**src/rtl/timer_arbiter.sv**
```systemverilog
// timer_arbiter: round-robin owner of a single down-counting timer.
// A granted requester's delay is latched, the timer is loaded for one cycle,
// then enabled until timeout, after which a one-cycle done pulse is returned.
//
// Ports:
//   clk, reset          clock and synchronous active-high reset
//   io_req[NREQ]        request levels, held until the matching io_done
//   io_reqDelay         packed per-requester delays, WIDTH bits each
//   io_irqEnable[NREQ]  per-requester interrupt enable
//   io_grant[NREQ]      one-hot current owner, zero when idle
//   io_done[NREQ]       one-hot completion pulse
//   io_irq              done gated by the owner's interrupt enable
//   io_busy             controller not idle
//   io_tmrEnable        timer enable (low = timer loads io_tmrLoad)
//   io_tmrLoad          registered timer load value
//   io_tmrTimeout       timer reached zero while enabled
//   io_tmrValue         timer count, observation only
module timer_arbiter #(
  parameter int unsigned NREQ  = 4,
  parameter int unsigned WIDTH = 32
) (
  input  logic                  clk,
  input  logic                  reset,
  input  logic [NREQ-1:0]       io_req,
  input  logic [NREQ*WIDTH-1:0] io_reqDelay,
  input  logic [NREQ-1:0]       io_irqEnable,
  output logic [NREQ-1:0]       io_grant,
  output logic [NREQ-1:0]       io_done,
  output logic                  io_irq,
  output logic                  io_busy,
  output logic                  io_tmrEnable,
  output logic [WIDTH-1:0]      io_tmrLoad,
  input  logic                  io_tmrTimeout,
  input  logic [WIDTH-1:0]      io_tmrValue
);

  localparam int unsigned IdxW = (NREQ > 1) ? $clog2(NREQ) : 1;

  typedef enum logic [1:0] {StIdle, StLoad, StRun, StDone} state_e;

  state_e            state_q, state_d;
  logic [IdxW-1:0]   ptr_q, ptr_d;
  logic [IdxW-1:0]   owner_q, owner_d;
  logic [WIDTH-1:0]  load_q, load_d;

  logic              pick_valid;
  logic [IdxW-1:0]   pick_idx;
  logic [IdxW-1:0]   cand_idx;
  int                cand;
  logic [WIDTH-1:0]  pick_delay;
  logic [IdxW-1:0]   owner_inc;
  logic [NREQ-1:0]   owner_oh;

  // Timer count is only for external observation.
  logic unused_tmr_value;
  assign unused_tmr_value = ^io_tmrValue;

  // Search upward from ptr with wrap; walking the offsets downward lets the
  // smallest offset (closest to ptr) be the last and therefore winning write.
  always_comb begin
    pick_valid = 1'b0;
    pick_idx   = '0;
    cand       = 0;
    cand_idx   = '0;
    for (int k = NREQ - 1; k >= 0; k--) begin
      cand = int'(ptr_q) + k;
      if (cand >= int'(NREQ)) cand = cand - int'(NREQ);
      cand_idx = IdxW'(cand);
      if (io_req[cand_idx]) begin
        pick_valid = 1'b1;
        pick_idx   = cand_idx;
      end
    end
  end

  always_comb begin
    pick_delay = '0;
    for (int i = 0; i < int'(NREQ); i++) begin
      if (IdxW'(i) == pick_idx) pick_delay = io_reqDelay[i*WIDTH +: WIDTH];
    end
  end

  assign owner_inc = (owner_q == IdxW'(NREQ - 1)) ? '0 : owner_q + IdxW'(1);

  always_comb begin
    state_d = state_q;
    ptr_d   = ptr_q;
    owner_d = owner_q;
    load_d  = load_q;
    unique case (state_q)
      StIdle: begin
        if (pick_valid) begin
          owner_d = pick_idx;
          load_d  = pick_delay;
          state_d = StLoad;
        end
      end
      StLoad: begin
        if (!io_req[owner_q]) begin
          state_d = StIdle;
          ptr_d   = owner_inc;
        end else begin
          state_d = StRun;
        end
      end
      StRun: begin
        // A dropped request wins over a same-cycle timeout.
        if (!io_req[owner_q]) begin
          state_d = StIdle;
          ptr_d   = owner_inc;
        end else if (io_tmrTimeout) begin
          state_d = StDone;
        end
      end
      StDone: begin
        ptr_d   = owner_inc;
        state_d = StIdle;
      end
      default: state_d = StIdle;
    endcase
  end

  always_ff @(posedge clk) begin
    if (reset) begin
      state_q <= StIdle;
      ptr_q   <= '0;
      owner_q <= '0;
      load_q  <= '0;
    end else begin
      state_q <= state_d;
      ptr_q   <= ptr_d;
      owner_q <= owner_d;
      load_q  <= load_d;
    end
  end

  assign owner_oh     = NREQ'(1) << owner_q;
  assign io_grant     = (state_q != StIdle) ? owner_oh : '0;
  assign io_done      = (state_q == StDone) ? owner_oh : '0;
  assign io_irq       = |(io_done & io_irqEnable);
  assign io_busy      = (state_q != StIdle);
  assign io_tmrEnable = (state_q == StRun);
  assign io_tmrLoad   = load_q;

endmodule

```
**config.mk**
```make
export PLATFORM = sky130hd
export DESIGN_NAME = timer_arbiter
export DESIGN_NICKNAME = d
export VERILOG_FILES = /design/src/rtl/timer_arbiter.sv
export SDC_FILE = /design/constraint.sdc
export NUM_CORES = 1
export LEC_CHECK = 0
export ABC_AREA = 1
export ABC_CLOCK_PERIOD_IN_PS = 3800
export BUFFER_PORTS_ARGS = -buffer_cell sky130_fd_sc_hd__buf_2
export CAP_MARGIN = 20
export CELL_PAD_IN_SITES_DETAIL_PLACEMENT = 1
export CELL_PAD_IN_SITES_GLOBAL_PLACEMENT = 2
export CORE_MARGIN = 2
export CORE_UTILIZATION = 21
export CTS_CLUSTER_DIAMETER = 120
export CTS_CLUSTER_SIZE = 12
export DETAILED_ROUTE_END_ITERATION = 6
export GPL_TIMING_DRIVEN = 0
export PLACE_DENSITY_LB_ADDON = 0.1
export SLEW_MARGIN = 5
export SYNTH_ARGS = -nofsm -noshare
export SYNTH_HDL_FRONTEND = slang
export SYNTH_SLANG_ARGS = --single-unit
```
**constraint.sdc**
```tcl
create_clock -name clk -period 3.8 [get_ports clk]
set_clock_uncertainty 0.15 [all_clocks]
set_input_delay 0.95 -clock clk [delete_from_list [all_inputs] [get_ports clk]]
set_output_delay 0.95 -clock clk [all_outputs]
set_load 0.03 [all_outputs]
```
==> results.sh <==
export IMPL_final_hold_violation_count=0
export IMPL_io_pins=214
export IMPL_antenna_found_initial=2
export IMPL_p_leak_uw=0.002447
export IMPL_grt_use_met3_pct=5.019
export IMPL_die_area_mm2=0.01603
export IMPL_synth_nets=694
export IMPL_fin_crit_sh_pct=69.44
export IMPL_end_kind="output pin"
export IMPL_ys_types=25
export IMPL_avgRoutedWirePerCell_um=16.29
export IMPL_max_freq_mhz=379.0
export IMPL_drive_gt1_share_pct=32.05
export IMPL_rrSetupSlack_ns=1.45
export IMPL_place_ws_ns=0.8405
export IMPL_root_buffer="clkbuf_16"
export IMPL_setup_viol=0
export IMPL_fin_crit_ns=2.639
export IMPL_drtIter0Drc=108
export IMPL_syn_inst=514
export IMPL_grt_usage_pct=18.06
export IMPL_crit_chain="inv_1 -> ha_1 -> nand2_1 -> inv_1 -> nand2_1 -> nand4_1 -> buf_2"
export IMPL_report_final_slew_viol_count=0
export IMPL_holdPathEnd="io_tmrLoad[17]"
export IMPL_cts_resized=0
export IMPL_r2r_start="ptr_q[0]"
export IMPL_n_antenna_cell=0
export IMPL_grt_busiest_layer="met2"
export IMPL_core_area_mm2=0.01459
export IMPL_rows=44
export IMPL_critPathMaxFanout=8
export IMPL_nNetsFinal=882
export IMPL_start_util_pct=21.64
export IMPL_yosys_warnings=0
export IMPL_vias=4061
export IMPL_routed_via_density=4.584
export IMPL_fill_cells=1945
export IMPL_wirelength_um=14430
export IMPL_min_delay_start="io_tmrLoad[17]"
export IMPL_dpl_hpwl_um=11600
export IMPL_cts_sinks=38
export IMPL_routabilityCongestion=0.7658
export IMPL_whs_path_depth=2
export IMPL_grt_max_degree=11
export IMPL_synth_seq_cells=38
export IMPL_cts_buffers=5
export IMPL_ir_drop_uv=279.4
export IMPL_avgSynthCellArea_um2=6.142
export IMPL_worst_pin_slew_ns=0.7131
export IMPL_setup_tns_ns=0
export IMPL_r2r_end="io_tmrLoad[9]"
export IMPL_ys_top_cells_by_area="dfxtp_1 24%, nand2_1 16%, nand3_1 11%"
export IMPL_power_density_mw_per_mm2=941.9
export IMPL_clk_path_buf_depth=2
export IMPL_use_met1_pct=22.15
export IMPL_synth_area_leader_cell="dfxtp_1"
export IMPL_synth_top_cell_area_share_pct=24.10
export IMPL_critPathArrivalTime_ns=1.54
export IMPL_clk_latency_ns=0.29
export IMPL_placedInstanceArea_mm2=0.004293
export IMPL_max_slew_margin_pct=52.46
export IMPL_clk_pin_slew_ns=0.06
export IMPL_antenna_left=0
export IMPL_outcome="finished clean"
export IMPL_grt_pass1_wl_um=22570
export IMPL_stdcell_area_mm2=0.004425
export IMPL_slowest_stage="dfxtp_1"
export IMPL_worst_setup_path_start_kind="flip-flop"
export IMPL_worstPathRequired_ns=2.70
export IMPL_fp_dieH_um=126.6
export IMPL_cts_setup_buffers=0
export IMPL_portBuffers=181
export IMPL_final_common_cell="buf_2"
export IMPL_grt_pass1_vias=4312
export IMPL_critPathMaxStageDelay_ns=0.46
export IMPL_syn_cell_area_mm2=0.003157
export IMPL_cts_hold_buf=0
export IMPL_reg2reg_depth=15
export IMPL_seq_area_frac_synth_pct=24.10
export IMPL_cap_violations=0
export IMPL_critPathKind="reg2out"
export IMPL_drc=0
export IMPL_syn_to_final_growth_pct=40.19
export IMPL_die_width_um=126.6
export IMPL_cts_tree="done"
export IMPL_grt_ovfl_total=0
export IMPL_met2_usage_pct=31.68
export IMPL_layout_common_cells="205 x buf_2, 137 x nand2_1, 72 x nand3_1"
export IMPL_hp_class="reg2reg"
export IMPL_setup_ws_ns=1.161
export IMPL_detailedRoute_firstPassIterationCount=4
export IMPL_htree_levels=2
export IMPL_rsz0062_at_grt="no"
==> cell families after synthesis <==
family / share of synthesized area, %
simple gates: 43.84
buf+inv: 13.87
compound gates: 14.63
flops: 24.10
fa+ha+maj: 3.567
==> through the flow <==
step                std cells  hold slack (ns)  utilization [%]  total power (µW)
global route              886           0.3359            30.33              4657
global placement          879           0.3011            29.43              3766
detailed placement        879           0.3066            29.43              3821
floorplan                 514           0.3568                -              2849
finish                    886           0.3106            30.33              4168
CTS                       886           0.3153            30.33              4262
==> how the worst max path moves through the flow <==
| stage | slack [ns] | end | start | depth (start not counted) |
|---|---|---|---|---|
| 6_report | 1.16 | io_irq | owner_q[0] | 7 |
| 5_1_grt | 0.95 | io_tmrLoad[24] | io_req[3] | 15 |
| 4_1_cts | 1.10 | io_irq | owner_q[0] | 7 |
| 3_5_place_dp | 0.84 | io_tmrLoad[9] | io_req[2] | 14 |
| 3_3_place_gp | 0.87 | io_tmrLoad[9] | io_req[2] | 14 |
| 2_1_floorplan | 1.39 | io_irq | io_irqEnable[0] | 2 |
==> Yosys cell counts <==
library cell  instances
a211oi_1              1
a21oi_1              34
a31oi_1               1
and3_1                1
buf_1                 2
buf_2                24
buf_4                 2
buf_6                 5
clkbuf_1              6
dfxtp_1              38
ha_1                  9
inv_1                54
inv_2                 2
inv_4                 1
nand2_1             137
nand2_2               3
nand3_1              72
nand3b_1             27
nand4_1              28
nor2_1               17
nor2_2                2
nor3_1                6
o21ai_0              14
o21ai_1               1
o21bai_1             27
==> routing by layer <==
| metal | routed length (µm) | up-vias |
|---|---|---|
| li1 | - | 2075 |
| met1 | 6270 | 1860 |
| met2 | 7051 | 111 |
| met3 | 938 | 13 |
| met4 | 163 | 2 |
| met5 | 7 | - |
==> critical path, delay by kind of cell, from the launching register on <==
family / cells / cell delay (ns)
fa+ha+maj: 1 / 0.23
buf+inv: 3 / 0.35
flops: 1 / 0.46
simple gates: 3 / 0.20
==> state kept, by name, summed over array words and instances (netlist names) <==
register    flops
ptr_q           2
state_q         2
owner_q         2
io_tmrLoad     32
==> where the power goes <==
| group | total, µW | switching (µW) | internal (µW) |
|---|---|---|---|
| combinational | 3150 | 2100 | 1040 |
| clock | 412 | 172 | 241 |
| sequential | 611 | 75.8 | 535 |
==> final cells by class <==
type	instances	area, µm²	share of cell area [%]
flip-flops and latches	38	760.7	17.19
repair buffers	181	905.9	20.47
multi-input cells	380	1958	44.25
plain buffers	39	221.5	5.004
inverters	57	216.5	4.891
clock buffers	7	132.6	2.997
well taps	184	230.2	5.202
No activity file was read; power rests on OpenSTA's default activity.
